## src/rtl/rom_read_arbiter_if.sv

```systemverilog
// +----------------------------------------------------------------------------+
// | rom_read_arbiter_if                                                        |
// | Request/response, ROM-side and statistics signals of rom_read_arbiter.     |
// | Revision: 1.0                                                              |
// +----------------------------------------------------------------------------+
`default_nettype none

interface rom_read_arbiter_if #(
    parameter int NUM_REQ    = 4,
    parameter int ADDR_WIDTH = 10,
    parameter int DATA_WIDTH = 8
);
    logic [NUM_REQ-1:0]            req_valid;
    logic [NUM_REQ*ADDR_WIDTH-1:0] req_addr;
    logic [NUM_REQ-1:0]            req_ready;
    logic [NUM_REQ-1:0]            resp_valid;
    logic [DATA_WIDTH-1:0]         resp_data;
    logic                          resp_err;
    logic [ADDR_WIDTH-1:0]         rom_addr;
    logic [DATA_WIDTH-1:0]         rom_data;
    logic [2:0]                    stat_sel;
    logic [15:0]                   stat_count;

    // Arbiter side
    modport slave (
        input  req_valid, req_addr, rom_data, stat_sel,
        output req_ready, resp_valid, resp_data, resp_err, rom_addr, stat_count
    );

    // Requester / ROM / system side
    modport master (
        output req_valid, req_addr, rom_data, stat_sel,
        input  req_ready, resp_valid, resp_data, resp_err, rom_addr, stat_count
    );
endinterface

`default_nettype wire

```

## src/rtl/rom_read_arbiter.sv

```systemverilog
// +----------------------------------------------------------------------------+
// | rom_read_arbiter                                                           |
// | Round-robin, pipelined sharing of one synchronous-read ROM among NUM_REQ   |
// | requesters. Optional grant counters: ROM_READ_ARBITER_STATS_EN.            |
// | Revision: 1.0                                                              |
// +----------------------------------------------------------------------------+
`default_nettype none

module rom_read_arbiter #(
    parameter int NUM_REQ    = 4,
    parameter int ADDR_WIDTH = 10,
    parameter int DATA_WIDTH = 8,
    parameter int DATA_LEN   = 1024
) (
    input  logic              clock,
    input  logic              reset,
    rom_read_arbiter_if.slave bus
);
    localparam int PTR_W = (NUM_REQ > 1) ? $clog2(NUM_REQ) : 1;

    logic [PTR_W-1:0]      ptr;
    logic [PTR_W-1:0]      next_ptr;
    logic [PTR_W:0]        scan_idx;
    logic [PTR_W-1:0]      grant_idx;
    logic [NUM_REQ-1:0]    grant;
    logic                  grant_any;
    logic [ADDR_WIDTH-1:0] sel_addr;
    logic                  sel_err;
    logic [ADDR_WIDTH-1:0] rom_addr_q;
    logic [NUM_REQ-1:0]    tag1;
    logic [NUM_REQ-1:0]    tag2;
    logic                  err1;
    logic                  err2;

    // Scan from ptr upward with wrap; first valid requester wins.
    always_comb begin
        grant     = '0;
        grant_idx = '0;
        grant_any = 1'b0;
        scan_idx  = '0;
        for (int k = 0; k < NUM_REQ; k++) begin
            scan_idx = {1'b0, ptr} + (PTR_W+1)'(k);
            if (scan_idx >= (PTR_W+1)'(NUM_REQ)) begin
                scan_idx = scan_idx - (PTR_W+1)'(NUM_REQ);
            end
            if (!grant_any && bus.req_valid[scan_idx[PTR_W-1:0]]) begin
                grant_any                   = 1'b1;
                grant_idx                   = scan_idx[PTR_W-1:0];
                grant[scan_idx[PTR_W-1:0]]  = 1'b1;
            end
        end
    end

    always_comb begin
        sel_addr = bus.req_addr[grant_idx*ADDR_WIDTH +: ADDR_WIDTH];
        sel_err  = (32'(sel_addr) >= DATA_LEN);
        if (grant_idx == PTR_W'(NUM_REQ - 1)) begin
            next_ptr = '0;
        end else begin
            next_ptr = grant_idx + 1'b1;
        end
    end

    always_ff @(posedge clock or posedge reset) begin
        if (reset) begin
            ptr        <= '0;
            rom_addr_q <= '0;
            tag1       <= '0;
            tag2       <= '0;
            err1       <= 1'b0;
            err2       <= 1'b0;
        end else begin
            if (grant_any) begin
                ptr        <= next_ptr;
                rom_addr_q <= sel_addr;
                tag1       <= grant;
                err1       <= sel_err;
            end else begin
                tag1       <= '0;
                err1       <= 1'b0;
            end
            tag2 <= tag1;
            err2 <= err1;
        end
    end

    assign bus.req_ready  = grant;
    assign bus.rom_addr   = rom_addr_q;
    assign bus.resp_valid = tag2;
    assign bus.resp_err   = err2;
    // Out-of-range slots still occupy the pipe, but their ROM data is discarded.
    assign bus.resp_data  = ((|tag2) && !err2) ? bus.rom_data : '0;

`ifdef ROM_READ_ARBITER_STATS_EN
    logic [15:0] grant_cnt [NUM_REQ];

    always_ff @(posedge clock or posedge reset) begin
        if (reset) begin
            for (int i = 0; i < NUM_REQ; i++) begin
                grant_cnt[i] <= '0;
            end
        end else begin
            for (int i = 0; i < NUM_REQ; i++) begin
                if (grant[i] && (grant_cnt[i] != 16'hFFFF)) begin
                    grant_cnt[i] <= grant_cnt[i] + 16'd1;
                end
            end
        end
    end

    always_comb begin
        bus.stat_count = '0;
        for (int i = 0; i < NUM_REQ; i++) begin
            if (bus.stat_sel == 3'(i)) begin
                bus.stat_count = grant_cnt[i];
            end
        end
    end
`else
    logic stat_sel_unused;
    assign stat_sel_unused = ^bus.stat_sel;
    assign bus.stat_count  = '0;
`endif

endmodule

`default_nettype wire

```

## src/flat_wrapper.sv

```systemverilog
// flat-port wrapper written by rule: the top's interface ports become plain ports
module rom_read_arbiter_flat 
#(
    parameter int NUM_REQ    = 4,
    parameter int ADDR_WIDTH = 10,
    parameter int DATA_WIDTH = 8,
    parameter int DATA_LEN   = 1024
)
  (clock, reset, bus_req_valid, bus_req_addr, bus_rom_data, bus_stat_sel, bus_req_ready, bus_resp_valid, bus_resp_data, bus_resp_err, bus_rom_addr, bus_stat_count);
  rom_read_arbiter_if #(.NUM_REQ(NUM_REQ), .ADDR_WIDTH(ADDR_WIDTH), .DATA_WIDTH(DATA_WIDTH)) bus_i ();
  input  logic clock;
  input  logic reset;
  input wire logic [$bits(bus_i.req_valid)-1:0] bus_req_valid;
  input wire logic [$bits(bus_i.req_addr)-1:0] bus_req_addr;
  input wire logic [$bits(bus_i.rom_data)-1:0] bus_rom_data;
  input wire logic [$bits(bus_i.stat_sel)-1:0] bus_stat_sel;
  output wire logic [$bits(bus_i.req_ready)-1:0] bus_req_ready;
  output wire logic [$bits(bus_i.resp_valid)-1:0] bus_resp_valid;
  output wire logic [$bits(bus_i.resp_data)-1:0] bus_resp_data;
  output wire logic [$bits(bus_i.resp_err)-1:0] bus_resp_err;
  output wire logic [$bits(bus_i.rom_addr)-1:0] bus_rom_addr;
  output wire logic [$bits(bus_i.stat_count)-1:0] bus_stat_count;
  assign bus_i.req_valid = bus_req_valid;
  assign bus_i.req_addr = bus_req_addr;
  assign bus_i.rom_data = bus_rom_data;
  assign bus_i.stat_sel = bus_stat_sel;
  assign bus_req_ready = bus_i.req_ready;
  assign bus_resp_valid = bus_i.resp_valid;
  assign bus_resp_data = bus_i.resp_data;
  assign bus_resp_err = bus_i.resp_err;
  assign bus_rom_addr = bus_i.rom_addr;
  assign bus_stat_count = bus_i.stat_count;
  rom_read_arbiter #(.NUM_REQ(NUM_REQ), .ADDR_WIDTH(ADDR_WIDTH), .DATA_WIDTH(DATA_WIDTH), .DATA_LEN(DATA_LEN)) u_core (.clock(clock), .reset(reset), .bus(bus_i));
endmodule
```

## config.mk

```make
export PLATFORM = sky130hd
export DESIGN_NAME = rom_read_arbiter_flat
export DESIGN_NICKNAME = d
export VERILOG_FILES = /design/src/rtl/rom_read_arbiter_if.sv /design/src/rtl/rom_read_arbiter.sv /design/src/flat_wrapper.sv
export SDC_FILE = /design/constraint.sdc
export NUM_CORES = 1
export LEC_CHECK = 0
export BUFFER_PORTS_ARGS = -buffer_cell sky130_fd_sc_hd__buf_2
export CORE_MARGIN = 4
export CORE_UTILIZATION = 40
export DETAILED_ROUTE_END_ITERATION = 8
export PLACE_DENSITY = 0.72
export SLEW_MARGIN = 20
export SYNTH_ARGS = -nofsm -noshare
export SYNTH_HDL_FRONTEND = slang
export SYNTH_SLANG_ARGS = --single-unit
export TNS_END_PERCENT = 10
```

## constraint.sdc

```tcl
create_clock -name clock -period 8.96 [get_ports clock]
set_input_delay 0 -clock clock [delete_from_list [all_inputs] [get_ports clock]]
set_output_delay 0 -clock clock [all_outputs]
set_load 0.005 [all_outputs]
```

* Word-level counts from Yosys, hierarchy flattened *
Index checks and enable logic that the tools add are counted.

cells by class
  magnitude comparators = 12
  reduce and logical (&&, ||, !) cells = 11
  eq/ne operators = 1
  bitwise operators = 3
  muxes and demuxes = 35
  shift-type cells = 1
  $mul = 1
  $add $sub $neg = 8

operators with widths
  kind                   number
  $shiftx A40 B7 Y10     1
  $mux W4                5
  $mux W2                9
  $lt A2 B3 Y1 const B   4
  $mux W1                12
  $or A4 B4 Y4           3
  $ge A3 B3 Y1 const B   3
  $bmux W1 S2            4
  $demux W1 S2           4
  $ge A2 B1 Y1 const B   4
  $mux W8                1
  $sub A2 B1 Y2 const B  4
  $logic_and A1 B1 Y1    7
  $add A2 B2 Y3 const B  2
  $mul A2 B3 Y5 const B  1
  $reduce_or A4 Y1       1
  $add A2 B1 Y3 const B  1
  $ge A2 B3 Y1 const B   1
  $logic_not A1 Y1       3
  $add A2 B1 Y2 const B  1
  $eq A2 B2 Y1 const B   1

storage, ports and cells
  word-level logic and storage cells = 76
  output and inout port bits = 43
  bits of input ports = 57
  register bits after elaboration = 20

* Depth between registers and ports, before layout *
  word-level depth = 16
  mapped depth = 12

* Worst setup path before layout *
No wires, ideal clock.

  kind = flip-flop to flip-flop
  start point = register u_core.ptr[0]
  end point = register u_core.rom_addr_q[0], in the netlist u_core.bus.rom_addr[0]
  data arrival time = 2.777 ns
  stages on the path, launching flop included = 12
  library setup time = 0.136 ns
  data required time = 8.824 ns
  path buffers = 3
  path slack = 6.047 ns
  path through = dfrtp_1 buf_2 inv_1 ha_1 buf_6 or3b_2 a2111o_1 o211ai_2 o21ai_2 buf_6 a2111oi_2 a211oi_2

between the ends
  cells in the longest elaborated chain, start to end = 16
  elaborated cells between the ends (all ways) = 39
  those cells by class = add/sub: 7; mul: 1; order compare: 4; shift: 1; mux: 20; reduce/logical: 6

ends and longest elaborated chain
  element                                                 line                    RTL
  from (decl)                                             rom_read_arbiter.sv:21  logic [PTR_W-1:0] ptr;
  from (signal assigned)                                  rom_read_arbiter.sv:74  ptr <= next_ptr;
  branches (longest 16 deep; another with $add A2 B1 Y3)  n/a
  to (signal assigned)                                    rom_read_arbiter.sv:75  rom_addr_q <= sel_addr;
  to (decl)                                               rom_read_arbiter.sv:29  logic [ADDR_WIDTH-1:0] rom_addr_q;

Several ways; the timed one is not identified. The select of a mux whose other input is x is not followed.
A chain may end at the register's enable or synchronous reset.

* Final worst setup path *
  start point = register u_core.ptr[0]
  end point = register u_core.rom_addr_q[6], in the netlist u_core.bus.rom_addr[6]

Same word-level chain as after synthesis.

==> impl_metrics.py <==
metrics = {
    "final_layout": {
        "drive_above_1_share": 0.404,
        "multiInputGateArea_sq_um": 1230,
        "syn_to_final_growth_pct": 18.5,
        "antennaDiodeCount": 0,
        "nets": 344,
        "nFillCells": 441,
        "seq_area_sq_um": 500,
    },
    "pwr": {
        "p_clk_frac": 0.083,
        "p_comb_frac": 0.698,
        "vdd_ir_drop_max_mv": 0.184,
        "power.density_nw_per_um2": 357,
        "p_int_uw": 424,
        "power_uw": 815,
        "switching_share": 0.480,
        "power_leakage_nw": 1.08,
        "power_frac_seq": 0.218,
        "p_sw_uw": 391,
    },
    "sta": {
        "post-route-period-util": 0.441,
        "rsz0062_at_grt": "no",
        "slew_violations": 0,
        "layout_min_cycle_time_ns": 3.95,
        "worstMarginPinSlew_ns": 0.896,
        "relSlewSlack": 0.403,
        "setup_viol": 0,
        "final.setup.tns_ns": 0,
        "fin_skew_ns": 0.00761,
        "hold_violations": 0,
        "max_freq_mhz": 253,
    },
    "grt": {
        "grt_usage": 0.156,
        "grt_pass1_vias": 1660,
        "grt_pass1_wl_um": 7840,
        "antenna_found_initial": 0,
        "grt_max_degree": 26,
        "overflow": 0,
    },
    "floorplan": {
        "io_pins": 100,
        "fp.dieH_um": 77.4,
        "dieArea_sq_um": 5980,
        "die_w_um": 77.4,
        "row_count": 24,
        "coreArea_sq_um": 4500,
        "start_util": 0.427,
    },
    "place": {
        "place_congestion": 0.794,
        "io_buffers": 79,
        "hpwlAfterDp_um": 3730,
    },
    "detailed_routing": {
        "routedWlPerCell_um": 14.7,
        "drc_errors": 0,
        "drt_first_pass_iters": 4,
        "vias": 1796,
        "via_per_inst": 5.41,
        "antenna_left": 0,
        "drt-initial-drc-count": 130,
        "drt-total-wl_um": 4890,
    },
    "cts": {
        "cts-buffers-inserted": 3,
        "cts_setup_buffers": 0,
        "insertion_delay_ns": 0.26,
        "clkSinkCount": 20,
        "htree_levels": 1,
        "clock_path_buffers": 2,
        "cts_tree": "built",
        "cts-root-buf": "clkbuf_8",
        "path_clk_slew_ns": 0.08,
    },
    "setup_path": {
        "start_kind": "flip-flop",
        "criticalPathCategory": "reg -> reg",
        "critPathRequiredTime_ns": 9.11,
        "critPathMaxFanout": 25,
        "end_kind": "flip-flop",
        "worstPathArrival_ns": 4.10,
    },
    "logic_synthesis": {
        "synth_top_cell_area_share": 0.260,
        "yosys-top-cells-area": "dfrtp_1, a2111oi_2, buf_4, mux2i_1, o21ai_0",
        "ys_top_cells_by_count": "dfrtp_1, o21ai_0, buf_4",
        "synth_flop_cell": "dfrtp_1",
        "syn_inst": 212,
        "netlist_area_sq_um": 1920,
        "synthArstFlopShare": 1.00,
        "ys_ff_latch": 20,
        "synth-seq-area-share": 0.260,
        "synth_top_cell_by_area": "dfrtp_1",
        "synth.distinct_cells": 46,
        "synth-edff-count": 0,
        "syn_area_per_cell_sq_um": 9.08,
        "ys_warn_count": 0,
    },
    "hold_path": {
        "hold_class": "in -> reg",
    },
    "job": {
        "drv_cap": 0,
    },
    "status": {
        "status": "finished, final reports clean",
    },
}
[power groups by stage]
| stage | logic (mW) | registers [mW] | clock network [mW] |
|---|---|---|---|
| CTS | 0.574 | 0.177 | 0.0689 |
| detailed placement | 0.572 | 0.179 | 0 |
| floorplan | 0.476 | 0.164 | 0 |
| finish | 0.569 | 0.178 | 0.0679 |
| global route | 0.632 | 0.185 | 0.0745 |
| global placement | 0.559 | 0.177 | 0 |
[what timing repair did]
action                    CTS  global route
hold buffers                1             0
hold endpoints to repair   20             0
gates resized for setup     0             0
[per-stage QoR]
step	std cells	setup WS [ns]	cell area, sq um	hold WS, ns	utilization
2_1_floorplan	228	6.05	1980	-0.0362	-
5_1_grt	332	4.72	2280	0.0818	0.506
3_3_place_gp	327	5.03	2210	0.162	0.491
3_5_place_dp	327	4.96	2210	0.168	0.491
4_1_cts	332	4.96	2270	0.0775	0.505
6_report	332	5.01	2280	0.0694	0.506
[worst max-delay path, cell delays in order (launching register included)]
cell     delay (ns)
dfrtp_1        0.93
inv_1          0.37
ha_1           0.56
mux4_2         0.43
nor2b_1        0.13
buf_4          0.26
nor2b_2        0.08
o21ai_4        0.43
mux2_2         0.40
o221a_2        0.22
[layer usage]
metal	share of wire	global-route usage	vias up	routed length [um]
met2	0.48	0.255	82	2350
met5	0	0	-	0
met4	0.015	0.0534	0	74
met1	0.43	0.211	840	2090
met3	0.077	0.0255	6	375
li1	-	-	868	-
[final cells by class]
class                           count  share of cell area
Sequential cell                    20               0.219
Timing Repair Buffer               81               0.181
Clock buffer                        4              0.0241
Tap cell                           52              0.0285
Inverter                            4             0.00658
Multi-Input combinational cell    171               0.540
[logic make-up (layout without fill, tap and decap cells)]
logic type / Yosys count / count (layout) / synth area share
muxes: 15 / 15 / 0.0917
buffers and inverters: 37 / 89 / 0.134
DFF: 20 / 20 / 0.260
xor gates and xnor gates: 1 / 1 / 0.00455
other: 1 / 17 / 0.00195
and+or+nand+nor: 73 / 73 / 0.200
adders and majority gates: 6 / 6 / 0.0390
AOI/OAI and AO/OA: 59 / 59 / 0.269
[layout by cell type (no fill, tap or decap), types with 9 or more instances in the layout]
cell       count
nor2b_1        9
nand3_1       11
a2111oi_2      9
nor2_1        13
buf_2         79
dfrtp_1       20
conb_1        17
mux2i_1       12
o21ai_0       20
nand2_1       16
[worst paths after layout]
check	cells after the start	to	from	slack, ns
worst max register to register	9	u_core.bus.rom_addr[6]$_DFFE_PP0P_	u_core.ptr[0]$_DFFE_PP0P_	5.01
worst min-delay path	3	u_core.bus.rom_addr[3]$_DFFE_PP0P_	bus_req_addr[3]	0.07
min in group asynchronous	3	u_core.bus.rom_addr[9]$_DFFE_PP0P_	reset	0.42
worst max-delay path	9	u_core.bus.rom_addr[6]$_DFFE_PP0P_	u_core.ptr[0]$_DFFE_PP0P_	5.01
max in group asynchronous	3	u_core.tag1[0]$_DFF_PP0_	reset	8.06
worst min register to register	0	u_core.bus.resp_valid[0]$_DFF_PP0_	u_core.tag1[0]$_DFF_PP0_	0.35
[sequential cells by signal, indices dropped and copies added (netlist names)]
| name | flops |
|---|---|
| u_core.bus.resp_valid | 4 |
| u_core.bus.rom_addr | 10 |
| u_core.ptr | 2 |
| u_core.tag1 | 4 |
Note: power is estimated with default switching activity, not from simulation.
